**src/rtl/gpio_bus_arb.sv**
```systemverilog
// Two-master arbiter/sequencer for the GPIO register port.
// Define GPIO_ARB_FIXED_PRIO_EN for fixed priority (master 0 wins).
module gpio_bus_arb #(
  parameter int DW = 32,
  parameter int AW = 2
) (
  input  logic          clk,
  input  logic          reset,
  input  logic          m0_req,
  input  logic          m0_we,
  input  logic [AW-1:0] m0_addr,
  input  logic [DW-1:0] m0_wdata,
  output logic          m0_ack,
  output logic [DW-1:0] m0_rdata,
  input  logic          m1_req,
  input  logic          m1_we,
  input  logic [AW-1:0] m1_addr,
  input  logic [DW-1:0] m1_wdata,
  output logic          m1_ack,
  output logic [DW-1:0] m1_rdata,
  output logic          sel,
  output logic          wr_en,
  output logic          rd_en,
  output logic [AW-1:0] addr,
  output logic [DW-1:0] wdata,
  input  logic [DW-1:0] rdata,
  output logic          busy
);

  typedef enum logic [1:0] {
    IDLE, ISSUE, RESP, ACK
  } state_e;

  state_e        state_q, state_d;
  logic          gnt_q, gnt_d;
  logic          we_q, we_d;
  logic [AW-1:0] addr_q, addr_d;
  logic [DW-1:0] wdata_q, wdata_d;
  logic          sel_q, sel_d;
  logic          wr_q, wr_d;
  logic          rd_q, rd_d;
  logic          ack0_q, ack0_d;
  logic          ack1_q, ack1_d;
  logic [DW-1:0] rdat0_q, rdat0_d;
  logic [DW-1:0] rdat1_q, rdat1_d;
  logic          win;
  logic          win_we;

`ifdef GPIO_ARB_FIXED_PRIO_EN
  assign win = ~m0_req;
`else
  logic last_q, last_d;

  // Round-robin: on contention the master not served last wins.
  assign win = (m0_req && m1_req) ? ~last_q : m1_req;
`endif

  assign win_we = win ? m1_we : m0_we;

  always_comb begin
    state_d = state_q;
    gnt_d   = gnt_q;
    we_d    = we_q;
    addr_d  = addr_q;
    wdata_d = wdata_q;
    sel_d   = 1'b0;
    wr_d    = 1'b0;
    rd_d    = 1'b0;
    ack0_d  = 1'b0;
    ack1_d  = 1'b0;
    rdat0_d = rdat0_q;
    rdat1_d = rdat1_q;
`ifndef GPIO_ARB_FIXED_PRIO_EN
    last_d  = last_q;
`endif
    unique case (state_q)
      IDLE: begin
        if (m0_req || m1_req) begin
          gnt_d   = win;
          we_d    = win_we;
          addr_d  = win ? m1_addr : m0_addr;
          wdata_d = win ? m1_wdata : m0_wdata;
          sel_d   = 1'b1;
          wr_d    = win_we;
          rd_d    = ~win_we;
          state_d = ISSUE;
        end
      end
      ISSUE: state_d = RESP;
      RESP: begin
        if (!we_q) begin
          if (gnt_q) rdat1_d = rdata;
          else       rdat0_d = rdata;
        end
        ack0_d  = ~gnt_q;
        ack1_d  = gnt_q;
        state_d = ACK;
      end
      ACK: begin
`ifndef GPIO_ARB_FIXED_PRIO_EN
        last_d  = gnt_q;
`endif
        state_d = IDLE;
      end
      default: state_d = IDLE;
    endcase
  end

  always_ff @(posedge clk) begin
    if (reset) begin
      state_q <= IDLE;
      gnt_q   <= 1'b0;
      we_q    <= 1'b0;
      addr_q  <= '0;
      wdata_q <= '0;
      sel_q   <= 1'b0;
      wr_q    <= 1'b0;
      rd_q    <= 1'b0;
      ack0_q  <= 1'b0;
      ack1_q  <= 1'b0;
      rdat0_q <= '0;
      rdat1_q <= '0;
    end else begin
      state_q <= state_d;
      gnt_q   <= gnt_d;
      we_q    <= we_d;
      addr_q  <= addr_d;
      wdata_q <= wdata_d;
      sel_q   <= sel_d;
      wr_q    <= wr_d;
      rd_q    <= rd_d;
      ack0_q  <= ack0_d;
      ack1_q  <= ack1_d;
      rdat0_q <= rdat0_d;
      rdat1_q <= rdat1_d;
    end
  end

`ifndef GPIO_ARB_FIXED_PRIO_EN
  // Starts at 1 so master 0 wins the first contention.
  always_ff @(posedge clk) begin
    if (reset) last_q <= 1'b1;
    else       last_q <= last_d;
  end
`endif

  assign sel      = sel_q;
  assign wr_en    = wr_q;
  assign rd_en    = rd_q;
  assign addr     = addr_q;
  assign wdata    = wdata_q;
  assign m0_ack   = ack0_q;
  assign m1_ack   = ack1_q;
  assign m0_rdata = rdat0_q;
  assign m1_rdata = rdat1_q;
  assign busy     = (state_q != IDLE);

endmodule

```
**config.mk**
```make
export PLATFORM = sky130hd
export DESIGN_NAME = gpio_bus_arb
export DESIGN_NICKNAME = d
export VERILOG_FILES = /design/src/rtl/gpio_bus_arb.sv
export SDC_FILE = /design/constraint.sdc
export NUM_CORES = 1
export LEC_CHECK = 0
export BUFFER_PORTS_ARGS = -buffer_cell sky130_fd_sc_hd__buf_2
export CAP_MARGIN = 15
export CORE_UTILIZATION = 40
export DETAILED_ROUTE_END_ITERATION = 7
export PLACE_DENSITY = 0.78
export SLEW_MARGIN = 30
export SYNTH_ARGS = -nofsm -noshare
export SYNTH_HDL_FRONTEND = slang
export SYNTH_SLANG_ARGS = --single-unit
```
**constraint.sdc**
```tcl
create_clock -name clk -period 1.4 [get_ports clk]
set_clock_uncertainty 0.05 [all_clocks]
set_input_delay 0.14 -clock clk [delete_from_list [all_inputs] [get_ports clk]]
set_output_delay 0.14 -clock clk [all_outputs]
set_load 0.02 [all_outputs]
```
==> reports/qor.txt <==
Clock Latency Late Sink: 0.34 ns
Pin count of the biggest net entering global routing: 35
Pre-CTS setup slack: -0.0957 ns
R2R cell count: 6
R2R setup slack: -0.06 ns
Worst Setup Path Type: reg2reg
Die height: 106 µm
HP Class: in2reg
CTS root buffer: clkbuf_8
Leakage power: 3.02 nW
Core ar.: 10400 µm²
GP Congestion: 0.824
Number of top-level pins: 210
Main area contributors after synthesis: dfxtp_1, nand2_1, a21oi_1
Setup slack after layout: -0.0648 ns
WHS: 0.0240 ns
Unrepaired setup endpoints after global routing: yes
Final hold violations: 0
Worst Path Required: 1.62 ns
First-pass GRT wire length: 21000 µm
CTS tree: built
# DRC: 0
Sequential Power Share: 37.1%
Cell Area, Synth: 4320 µm²
DR vias/cell: 5.11
# nets final: 899
Final min period: 1.46 ns
Max-cap violations: 0
Vias in the first global route: 4704
Port bufs: 209
Comb power frac: 47.1%
Start point of the worst min-delay path: m0_wdata[9]
Internal: 0.00663 W
Failing checks: setup timing
Hold Path Depth: 3
Wire per inst: 14.8 µm
Mapped Cells: 510
Status: finished with violations
P_sw: 0.00433 W
Count of different cell masters after synthesis: 31
Relative slew slack: 67.5%
Max Freq: 0.683 GHz
Sw Ratio: 39.5%
H-tree depth: 3
Hpwl dp: 8920 µm
Seq/Total Area, Yosys: 50.1%
CTS Buffer Depth: 2
Area occupied by multi-input gates: 2080 µm²
Clock power frac: 15.8%
Total CTS buffers: 9
DRT antenna net count: 0
DRT Pass-1 Iters: 4
Seq cells post-synth: 108
FILL cells: 836
Synth warnings: 0
Syn Area/Cell: 8.47 µm²
Worst-path clk slew: 0.09 ns
Crit path largest cell delay: 0.40 ns
CP max stage cell: dfxtp_4
Hold Path End: wdata[9]
CP Launch Type: flop
Syn nets: 621
Antenna diodes: 0
Die ar.: 11200 µm²
Worst r2r src: state_q[1]
Worst reg2reg path endpoint: m1_rdata[7]
P per Cell Area: 1630 nW/µm²
Arrival time worst endpoint: 1.68 ns
Row Count: 37
Fin Setup TNS: -2.19 ns
First DRT Iteration DRCs: 218
Sink Count: 108
Worst vdd ir: 0.00152 V
Crit-path cells: buf_4 > ha_2 > and3b_2 > clkbuf_16 > nand2_1 > a21oi_1
Die width: 106 µm
Initial Utilization: 41.5%
Critical path peak fanout: 16
Total grt overflow: 0
Synth area leader: dfxtp_1
Fin. max-slew vios: 0
Share of the synthesized area in the top cell type: 50.1%
Share of layout cells above drive strength 1: 41.5%
Via count: 4744
Post-route core utilization: 64.7%
Initial antenna violation count: 0
Detailed-route wire length: 13700 µm
GRT Total Usage: 23.3%
Layout area overhead: 56.1%
Final period utilization: 105%
Storage cell area: 2170 µm²
Worst Max-Slew Pin Slew: 0.487 ns
Crit. End Element: flop
Setup violators final: 82
==> cells in the final DEF (no fill, tap or decap), drive strengths merged <==
| cell | Yosys | layout |
|---|---|---|
| a22oi | 1 | 1 |
| and2 | 1 | 1 |
| and3b | 2 | 2 |
| a21bo | 1 | 1 |
| a21oi | 98 | 98 |
| nor3 | 1 | 1 |
| clkbuf | 13 | 14 |
| nor2 | 40 | 40 |
| nor3b | 2 | 2 |
| buf | 27 | 242 |
| dlygate4sd3 | 0 | 63 |
| a211oi | 36 | 36 |
| nand3b | 1 | 1 |
| clkinvlp | 0 | 2 |
| nor2b | 1 | 1 |
| clkinv | 0 | 1 |
| ha | 5 | 5 |
| inv | 3 | 4 |
| a21boi | 1 | 1 |
| dfxtp | 108 | 108 |
| nand2 | 162 | 162 |
| mux2i | 2 | 2 |
| o21a | 1 | 1 |
| or3b | 2 | 2 |
| a211o | 1 | 1 |
| o21ai | 1 | 1 |
==> state kept, by name, indices dropped and copies added, names as in the netlist <==
signal / count
wr_en: 1
rd_en: 1
gnt_q: 1
m1_rdata: 32
we_q: 1
last_q: 1
addr: 2
sel: 1
m0_ack: 1
m0_rdata: 32
m1_ack: 1
state_q: 2
wdata: 32
==> metal layers <==
metal	share of wire [%]	vias up	GRT usage, %
met5	0	-	0
met4	4.1	0	13.7
met3	5.1	54	4.23
met2	52	203	43.0
met1	39	2237	24.6
li1	-	2250	-
==> power groups by stage <==
| stage | clock, W | sequential [W] | combinational, W |
|---|---|---|---|
| 2_1_floorplan | 0 | 0.00480 | 0.00230 |
| 3_3_place_gp | 0 | 0.00408 | 0.00435 |
| 3_5_place_dp | 0 | 0.00411 | 0.00452 |
| 4_1_cts | 0.00179 | 0.00405 | 0.00478 |
| 5_1_grt | 0.00191 | 0.00412 | 0.00556 |
| 6_report | 0.00173 | 0.00406 | 0.00516 |
==> worst max path at each step <==
stage	from	endpoint	depth (start not counted)
6_report	state_q[1]	m1_rdata[7]	6
5_1_grt	state_q[1]	wdata[23]	7
4_1_cts	state_q[1]	wdata[7]	7
3_5_place_dp	state_q[1]	wdata[29]	7
3_3_place_gp	state_q[0]	m0_rdata[10]	6
2_1_floorplan	state_q[0]	m0_rdata[10]	7
==> Yosys cell counts, drive strengths merged <==
cell / number
nand2: 162
dfxtp: 108
a21oi: 98
nor2: 40
a211oi: 36
buf: 27
clkbuf: 13
ha: 5
inv: 3
and3b: 2
mux2i: 2
nor3b: 2
or3b: 2
a211o: 1
a21bo: 1
a21boi: 1
a22oi: 1
and2: 1
nand3b: 1
nor2b: 1
nor3: 1
o21a: 1
o21ai: 1
==> per-stage QoR <==
step           cell area [µm²]  instances  power (W)
2_1_floorplan             4370        510    0.00709
3_3_place_gp              5690        845    0.00843
3_5_place_dp              5690        845    0.00862
4_1_cts                   6540        925     0.0106
5_1_grt                   6740        929     0.0116
6_report                  6740        929     0.0110
==> timing repair <==
| item | in CTS | in global routing |
|---|---|---|
| pin swaps | 5 | 15 |
| endpoints found under the setup margin | 100 | 100 |
| hold buffers | 62 | 1 |
| buffers inserted | 1 | 1 |
| gates resized for setup | 12 | 33 |
| hold endpoints to repair | 90 | 1 |
| cloned | 1 | 2 |
==> kinds of logic after synthesis <==
family,count (synthesis),share of synthesized area (%)
AND/OR/NAND/NOR,212,19.4
adder cells (fa/ha/maj),5,1.45
AO/OA/AOI/OAI,140,22.9
flip-flops,108,50.1
multiplexers,2,0.550
buffers and inverters,43,5.65
==> cell type report <==
type | instances | area share [%]
sequential | 108 | 32.1
timing repair buffer | 307 | 31.6
multi-input combinational | 359 | 30.9
tap | 136 | 2.52
clock buffer | 12 | 2.15
clock inverter | 4 | 0.483
inverter | 3 | 0.241
==> critical path, delay by kind of cell (launching register included) <==
kind / cells / cell delay, ns
adders and majority gates: 1 / 0.18
and+or+nand+nor: 2 / 0.32
AOI/OAI and AO/OA: 1 / 0.13
DFF: 1 / 0.40
buffers and inverters: 2 / 0.32
No activity file was read; power rests on OpenSTA's default activity.
